==> config.mk <==
export PLATFORM = sky130hd
export DESIGN_NAME = sys_cmd_regfile
export DESIGN_NICKNAME = d
export VERILOG_FILES = /design/src/rtl/sys_cmd_regfile.sv
export SDC_FILE = /design/constraint.sdc
export NUM_CORES = 1
export LEC_CHECK = 0
export ABC_AREA = 0
export CAP_MARGIN = 20
export CORE_ASPECT_RATIO = 1.75
export CORE_MARGIN = 2
export CORE_UTILIZATION = 33
export DETAILED_ROUTE_END_ITERATION = 8
export SLEW_MARGIN = 20
export SYNTH_ARGS = -nofsm -noshare
export SYNTH_HDL_FRONTEND = slang
export SYNTH_SLANG_ARGS = --single-unit
==> constraint.sdc <==
create_clock -name i_sysclk -period 2.4 [get_ports i_sysclk]
set_input_delay 0.48 -clock i_sysclk [delete_from_list [all_inputs] [get_ports i_sysclk]]
set_output_delay 0.48 -clock i_sysclk [all_outputs]
set_load 0.02 [all_outputs]
==> src/rtl/sys_cmd_regfile.sv <==
// Command-bus register file: board ID, error counter, pulse strobe, raw and sticky status, control registers.
// Handshake: IDLE -> ACK (one-cycle ack) -> RELEASE (wait for select low), so a held select is acked once.
module sys_cmd_regfile #(
  parameter logic [7:0] FPGA_UID      = 8'h00,
  parameter int         CMD_DATA_BITS = 32,
  parameter int         CMD_ADDR_BITS = 16,
  parameter int         NUM_CTRL_REGS = 4,
  parameter int         NUM_STAT_CH   = 2
) (
  input  logic                                   i_sysclk,
  input  logic                                   i_srst,
  input  logic                                   i_cmd_sel,
  input  logic                                   i_cmd_rd_wr_n,
  input  logic [CMD_ADDR_BITS-1:0]               i_cmd_byte_addr,
  input  logic [CMD_DATA_BITS-1:0]               i_cmd_wdata,
  output logic [CMD_DATA_BITS-1:0]               o_cmd_rdata,
  output logic                                   o_cmd_ack,
  input  logic [NUM_STAT_CH*CMD_DATA_BITS-1:0]   i_status,
  output logic [NUM_CTRL_REGS*CMD_DATA_BITS-1:0] o_ctrl,
  output logic [CMD_DATA_BITS-1:0]               o_pulse
);
  localparam int           W             = CMD_DATA_BITS;
  localparam logic [63:0]  UNMAPPED_WORD = 64'hDEADBEEF;
  localparam logic [W-1:0] UNMAPPED      = UNMAPPED_WORD[W-1:0];

  typedef enum logic [1:0] {IDLE, ACK, RELEASE} state_t;

  state_t                   state;
  logic                     ack_q;
  logic [15:0]              err_cnt;
  logic [NUM_STAT_CH*W-1:0] sticky;

  logic [3:0]               idx;
  logic                     aligned;
  logic                     rd_ok;
  logic                     wr_ok;
  logic                     mapped;
  logic                     accept;
  logic                     hit_err;
  logic                     hit_pulse;
  logic [NUM_STAT_CH-1:0]   hit_sticky;
  logic [NUM_CTRL_REGS-1:0] hit_ctrl;
  logic [W-1:0]             rd_val;
  logic [NUM_STAT_CH*W-1:0] sticky_clr;

  always_comb begin
    // NOTE: every signal gets a default first, so no path through the decode can infer a latch.
    idx        = i_cmd_byte_addr[5:2];
    aligned    = (i_cmd_byte_addr[1:0] == 2'b00) && ((i_cmd_byte_addr >> 7) == '0);
    rd_ok      = 1'b0;
    wr_ok      = 1'b0;
    hit_err    = 1'b0;
    hit_pulse  = 1'b0;
    hit_sticky = '0;
    hit_ctrl   = '0;
    rd_val     = UNMAPPED;
    sticky_clr = '0;

    if (aligned) begin
      // Regions by addr[6:4]: 0 misc, 1 raw status, 2-3 sticky status, 4-7 control.
      case (i_cmd_byte_addr[6:4])
        3'd0: begin
          case (idx[1:0])
            2'd0: begin
              rd_ok  = 1'b1;
              rd_val = {i_status[W-9:0], FPGA_UID};
            end
            2'd1: begin
              rd_ok   = 1'b1;
              wr_ok   = 1'b1;
              hit_err = 1'b1;
              rd_val  = W'(err_cnt);
            end
            2'd2: begin
              rd_ok     = 1'b1;
              wr_ok     = 1'b1;
              hit_pulse = 1'b1;
              rd_val    = '0;
            end
            default: ;
          endcase
        end
        3'd1: begin
          for (int k = 0; k < NUM_STAT_CH; k++) begin
            if (int'(idx[1:0]) == k) begin
              rd_ok  = 1'b1;
              rd_val = i_status[k*W +: W];
            end
          end
        end
        3'd2, 3'd3: begin
          for (int k = 0; k < NUM_STAT_CH; k++) begin
            if (int'(idx[2:0]) == k) begin
              rd_ok         = 1'b1;
              wr_ok         = 1'b1;
              hit_sticky[k] = 1'b1;
              rd_val        = sticky[k*W +: W];
            end
          end
        end
        default: begin
          for (int n = 0; n < NUM_CTRL_REGS; n++) begin
            if (int'(idx) == n) begin
              rd_ok       = 1'b1;
              wr_ok       = 1'b1;
              hit_ctrl[n] = 1'b1;
              rd_val      = o_ctrl[n*W +: W];
            end
          end
        end
      endcase
    end

    mapped = i_cmd_rd_wr_n ? rd_ok : wr_ok;
    accept = (state == IDLE) && i_cmd_sel;
    for (int k = 0; k < NUM_STAT_CH; k++) begin
      if (accept && !i_cmd_rd_wr_n && hit_sticky[k]) sticky_clr[k*W +: W] = i_cmd_wdata;
    end
  end

  // Reset drops an ack already in flight, so an access interrupted in ACK is never acknowledged.
  assign o_cmd_ack = ack_q & ~i_srst;

  always_ff @(posedge i_sysclk) begin
    if (i_srst) begin
      state       <= IDLE;
      ack_q       <= 1'b0;
      o_cmd_rdata <= '0;
      o_ctrl      <= '0;
      o_pulse     <= '0;
      sticky      <= '0;
      err_cnt     <= '0;
    end else begin
      // NOTE: state is updated with non-blocking assignments only, so every read here sees pre-edge values.
      ack_q   <= 1'b0;
      o_pulse <= '0;
      // Status set is applied after the clear, so a coincident set wins.
      sticky  <= (sticky & ~sticky_clr) | i_status;
      case (state)
        IDLE: begin
          if (accept) begin
            state <= ACK;
            ack_q <= 1'b1;
            if (i_cmd_rd_wr_n) o_cmd_rdata <= rd_val;
            if (!mapped) begin
              if (err_cnt != 16'hFFFF) err_cnt <= err_cnt + 16'd1;
            end else if (!i_cmd_rd_wr_n) begin
              if (hit_err)   err_cnt <= '0;
              if (hit_pulse) o_pulse <= i_cmd_wdata;
              for (int n = 0; n < NUM_CTRL_REGS; n++) begin
                if (hit_ctrl[n]) o_ctrl[n*W +: W] <= i_cmd_wdata;
              end
            end
          end
        end
        ACK:     state <= RELEASE;
        RELEASE: if (!i_cmd_sel) state <= IDLE;
        default: state <= IDLE;
      endcase
    end
  end
endmodule

### Word level (Yosys, flattened, before mapping)

Cells that the tools add are included.

| storage, ports and cells | value |
|---|---|
| register bits | 275 |
| input port bits | 116 |
| output and inout port bits | 193 |
| logic and storage cells | 116 |

| cells by class | value |
|---|---|
| $add $sub $neg | 1 |
| equality and inequality tests | 17 |
| muxes and demuxes | 50 |
| bitwise logic cells | 10 |
| reduce and logical (&&, ||, !) cells | 28 |

Operators by type and width:

| cell | count |
|---|---|
| 2-to-1 mux 32 bit | 11 |
| case mux 32 bit (3 select lines) | 2 |
| AND 64 bit | 1 |
| 2-to-1 mux 16 bit | 4 |
| NOT 64 bit | 1 |
| bitwise OR 64 bit | 1 |
| AND reduction 5 bit | 5 |
| 2-to-1 mux 1 bit | 24 |
| adder 16 x 1 -> 16 bit, second input constant | 1 |
| zero test 16 bit | 1 |
| inequality test 16 bit, second input constant | 1 |
| equality test 3 x 2 -> 1 bit, second input constant | 3 |
| equality test 4 x 3 -> 1 bit, second input constant | 2 |
| zero test 2 bit | 4 |
| 2-to-1 mux 2 bit | 4 |
| 2-to-1 mux 4 bit | 2 |
| equality test 2 bit, second input constant | 3 |
| zero test 3 bit | 2 |
| inequality test 2 bit, second input constant | 3 |
| NOT 1 bit | 6 |
| case mux 1 bit (3 select lines) | 2 |
| case mux 2 bit (3 select lines) | 1 |
| OR reduction 2 bit | 3 |
| OR reduction 6 bit | 1 |
| other kinds (13) | 18 |

### Depth between registers and ports, before layout

| depth | value |
|---|---|
| word-level depth | 10 |
| gate-level depth with buffers | 11 |
| mapped depth without buffers | 8 |

### Worst setup path after synthesis

OpenSTA, ideal clock, no wires.

| timing path | value |
|---|---|
| path kind | input to register |
| start | in i_cmd_byte_addr[2] |
| end | reg o_cmd_rdata[16] |
| setup time | 0.117 ns |
| data arrival time | 2.187 ns |
| required time | 2.283 ns |
| path slack | 0.096 ns |
| stages on the path | 11 |
| buffers on the path | 3 |
| path through | inv_1 ha_1 or3b_1 buf_2 nand2b_1 buf_2 buf_2 o221ai_1 a21oi_1 nor3_1 nor2_1 |

| on the way | value |
|---|---|
| longest elaborated chain between the ends | 7 |
| elaborated cells between the ends (all ways) | 22 |
| classes of those cells | eq/ne (7); mux (11); reduce/logical (4) |

RTL lines:

| element | line | source |
|---|---|---|
| from (decl) | 14 | `input logic [CMD_ADDR_BITS-1:0] i_cmd_byte_addr,` |
| zero test 4 bit | 103 | `if (int'(idx) == n) begin` |
| 2-to-1 mux 32 bit (4 in a row) | 103 |  |
| case mux 32 bit (3 select lines) * | 61 | `case (i_cmd_byte_addr[6:4])` |
| 2-to-1 mux 32 bit * | 59 | `if (aligned) begin` |
| to (signal assigned) | 144 | `if (i_cmd_rd_wr_n) o_cmd_rdata <= rd_val;` |
| to (decl) | 16 | `output logic [CMD_DATA_BITS-1:0] o_cmd_rdata,` |

Every way passes the cells marked *; elsewhere a longest branch is shown, timed or not.
A chain may end at the register's enable or synchronous reset.

### Worst setup path after layout

| timing path | value |
|---|---|
| start | in i_cmd_byte_addr[3] |
| end | reg err_cnt[9] |

| on the way | value |
|---|---|
| longest elaborated chain between the ends | 10 |
| elaborated cells between the ends (all ways) | 36 |
| classes of those cells | eq/ne (9); mux (19); reduce/logical (8) |

RTL lines:

| element | line | source |
|---|---|---|
| zero test 4 bit | 103 |  |
| 2-to-1 mux 1 bit (4 in a row) | 103 |  |
| case mux 1 bit (3 select lines) | 61 |  |
| 2-to-1 mux 1 bit | 59 |  |
| 2-to-1 mux 1 bit | 114 | `mapped = i_cmd_rd_wr_n ? rd_ok : wr_ok;` |
| inequality test 2 x 1 -> 1 bit (no line), or another cell as far along | - |  |
| AND reduction 5 bit (no line) | - |  |
| to (signal assigned) | 146 | `if (err_cnt != 16'hFFFF) err_cnt <= err_cnt + 16'd1;` |
| to (decl) | 30 | `logic [15:0] err_cnt;` |

Parallel ways exist; a longest one is shown, timed or not.

==> results.yml <==
floorplanning:
  initial_core_util_pct: 33.3
  row_count: 93
  die_x_um: 149
  die_y_um: 258
  io_pins: 309
  design.core.area_um2: 36700
  die-area_um2: 38600
cts:
  clkSlewWorstSetupHoldPaths_ns: 0.07
  cts-root-buf: "clkbuf_16"
  clockBufferDepth: 3
  cts_buffers: 27
  cts.sinks: 275
  cts_tree: "yes"
  htreeDepth: 1
  clk_latency_ns: 0.55
drt:
  firstDrtPassIters: 6
  drtIter0Drc: 1546
  drt-total-wl_mm: 58.2
  num_vias: 14068
  viasPerCell: 5.72
  drt-wirelength-per-cell_um: 23.6
  drcViolationCount: 0
  antenna_left: 0
worst_hold_path:
  hold_class: "in2reg"
job:
  cap_violations: 0
sta:
  clock_skew_ns: 0.0113
  slew_headroom_pct: 31.8
  slew_violations: 0
  setup-tns-final_ns: 0
  fmaxAchievable_mhz: 421
  min_period_ns: 2.37
  setup_violations: 0
  tightest_slew_ns: 1.02
  period_share_pct: 98.9
  final_hold_viol_count: 0
synthesis:
  synth_area_per_cell_um2: 7.74
  synth_area_leaders: "dfxtp_1 45%, a21oi_1 11%, nand2_1 9.0%"
  synth_fa_ha_area_share_pct: 0.615
  synth.mux.area_fraction_pct: 0
  synth-seq-cells: 275
  synthArstFlopShare_pct: 0
  synth_top_family_by_area: "compound AO/OA/AOI/OAI gates"
  synthCells: 1577
  netlist_area_um2: 12200
  ys_seq_area_share_pct: 45.1
  yosys_warnings: 0
  synth_fp_nets: 1699
  synth_top_area_share_pct: 45.1
  ys_types: 61
  synth-simple-area-share_pct: 23.0
  synth_xor_area_share_pct: 0
  synth-main-ff-cell: "dfxtp_1"
  synth-compound-area-share_pct: 26.2
  synth_edf_count: 0
  synth_top_cell_by_area: "dfxtp_1"
setup_path:
  cp-start-kind: "input pin"
  worst-path-buf-inv: 5
  endpoint_kind: "register"
  cpMostUsedCell: "buf_4"
  path_class: "in2reg"
  path_cells: "clkdlybuf4s50_1 -> inv_2 -> ha_4 -> buf_4 -> or3b_2 -> a21oi_2 -> nor3_2 -> buf_4 -> buf_4 -> o21a_1 -> a41oi_2 -> nor3_1"
  slowest_stage: "clkdlybuf4s50_1"
  max_stage_delay_ns: 0.50
  cp_top_family: "buffers and inverters"
  path_max_fanout: 5
  worst_ep_required_time_ns: 2.81
  worstPathArrival_ns: 2.78
power_and_ir_drop:
  ir_worst_vdd_mv: 0.608
  switchingPower_w: 0.00272
  power-per-cell-area_nw_per_um2: 585
  power.internal_w: 0.00787
  p_seq_share_pct: 44.8
  swShare_pct: 25.7
  clkPwrFrac_pct: 43.1
  p_total_w: 0.0106
  p_comb_share_pct: 12.1
  cellLeakagePower_nw: 6.33
global_route:
  grt_pass1_vias: 13877
  grt_max_degree: 117
  grt_overflow: 0
  track_usage_pct: 29.1
  grt_pass1_wl_mm: 85.9
  antenna_found_initial: 1
final_layout:
  mostFrequentLayoutCells: "305 x clkdlybuf4s50_1, 291 x nand2_1, 275 x dfxtp_1"
  drive_gt1_share_pct: 13.5
  design.final.nets: 2088
  flow.area_growth_from_synthesis_pct: 48.3
  final_common_cell: "clkdlybuf4s50_1"
  final_util_pct: 49.3
placed_design:
  port_buffers: 308
  hpwl_mm: 42.9
  place_congestion: 0.952
status:
  status: "finished clean"
metal layers:
metal	vias to the layer above	global-route usage, %	routed length (µm)	part of all wire (%)
met5	-	0	0	0
met4	0	15.6	3510	6.0
met2	748	50.8	29000	50
met3	173	3.35	3930	6.8
li1	6437	-	-	-
met1	6710	34.7	21700	37
final cells by class:
class	count	area [µm²]
antenna	1	2.50
inverter	10	37.5
tap	475	594
timing repair buffer	495	4810
clock buffer	35	756
sequential	275	5510
multi-input combinational	1157	6210
clock inverter	13	171
fill	3549	18600
power by group through the flow:
stage / combinational (W) / sequential (W) / clock (W)
2_1_floorplan: 0.000469 / 0.00486 / 0
3_3_place_gp: 0.00122 / 0.00484 / 0
3_5_place_dp: 0.00123 / 0.00484 / 0
4_1_cts: 0.00124 / 0.00474 / 0.00461
5_1_grt: 0.00135 / 0.00475 / 0.00480
6_report: 0.00128 / 0.00474 / 0.00457
final timing paths:
path | slack (ns) | cells after the start | endpoint | startpoint
worst max-delay path | 0.03 | 12 | err_cnt[9] | i_cmd_byte_addr[3]
worst min register to register | 0.47 | 2 | o_cmd_rdata[8] | o_cmd_rdata[8]
worst max register to register | 0.22 | 7 | sticky[17] | state[1]
worst min-delay path | 0.30 | 3 | state[0] | i_srst
state kept, by name, summed over array words and instances (netlist names):
signal / flops
o_cmd_rdata: 32
err_cnt: 16
ack_q: 1
state: 2
o_ctrl: 128
sticky: 64
o_pulse: 32
repair_timing:
action | 4_1_cts | 5_1_grt
hold buffers | 0 | 0
pin swaps | 1 | 3
endpoints found under the setup margin | 11 | 185
buffers inserted | 0 | 6
resized for setup | 4 | 23
cloned | 0 | 1
cells in the mapped netlist (8+ instances only):
master,count
nand2_1,291
dfxtp_1,275
a21oi_1,272
nor2_1,108
nand3_1,106
clkbuf_1,91
o21ai_0,90
o221ai_1,47
and2_1,34
a221oi_1,25
nor3_1,25
buf_2,19
o22ai_1,19
buf_1,13
buf_4,12
inv_1,10
a22oi_1,9
a221o_1,8
nand2b_1,8
nor3b_1,8
logic make-up after synthesis:
kind of cell               after synthesis
DFF                                    275
adders and majority gates                6
and+or+nand+nor                        624
buffers and inverters                  145
AOI/OAI and AO/OA                      527
through the flow:
| step | std cells | area, µm² | worst slack (ns) | hold WS [ns] |
|---|---|---|---|---|
| final | 2461 | 18100 | 0.0273 | 0.304 |
| after CTS | 2453 | 17900 | 0.00514 | 0.303 |
| after detailed placement | 2405 | 17000 | -0.670 | 0.459 |
| after global placement | 2405 | 17000 | -0.642 | 0.447 |
| after floorplan | 1577 | 12200 | 0.0961 | 0.451 |
| after global routing | 2461 | 18100 | -0.0408 | 0.322 |
worst reg2reg max path, cell delays in order, from the launching register on:
cell	delay, ns
dfxtp_1	0.33
or3b_1	0.46
or3_4	0.43
nor3_4	0.25
buf_12	0.21
nand2_1	0.10
a21oi_1	0.20
nor2_1	0.06
Power figures use the tool's default switching activity.
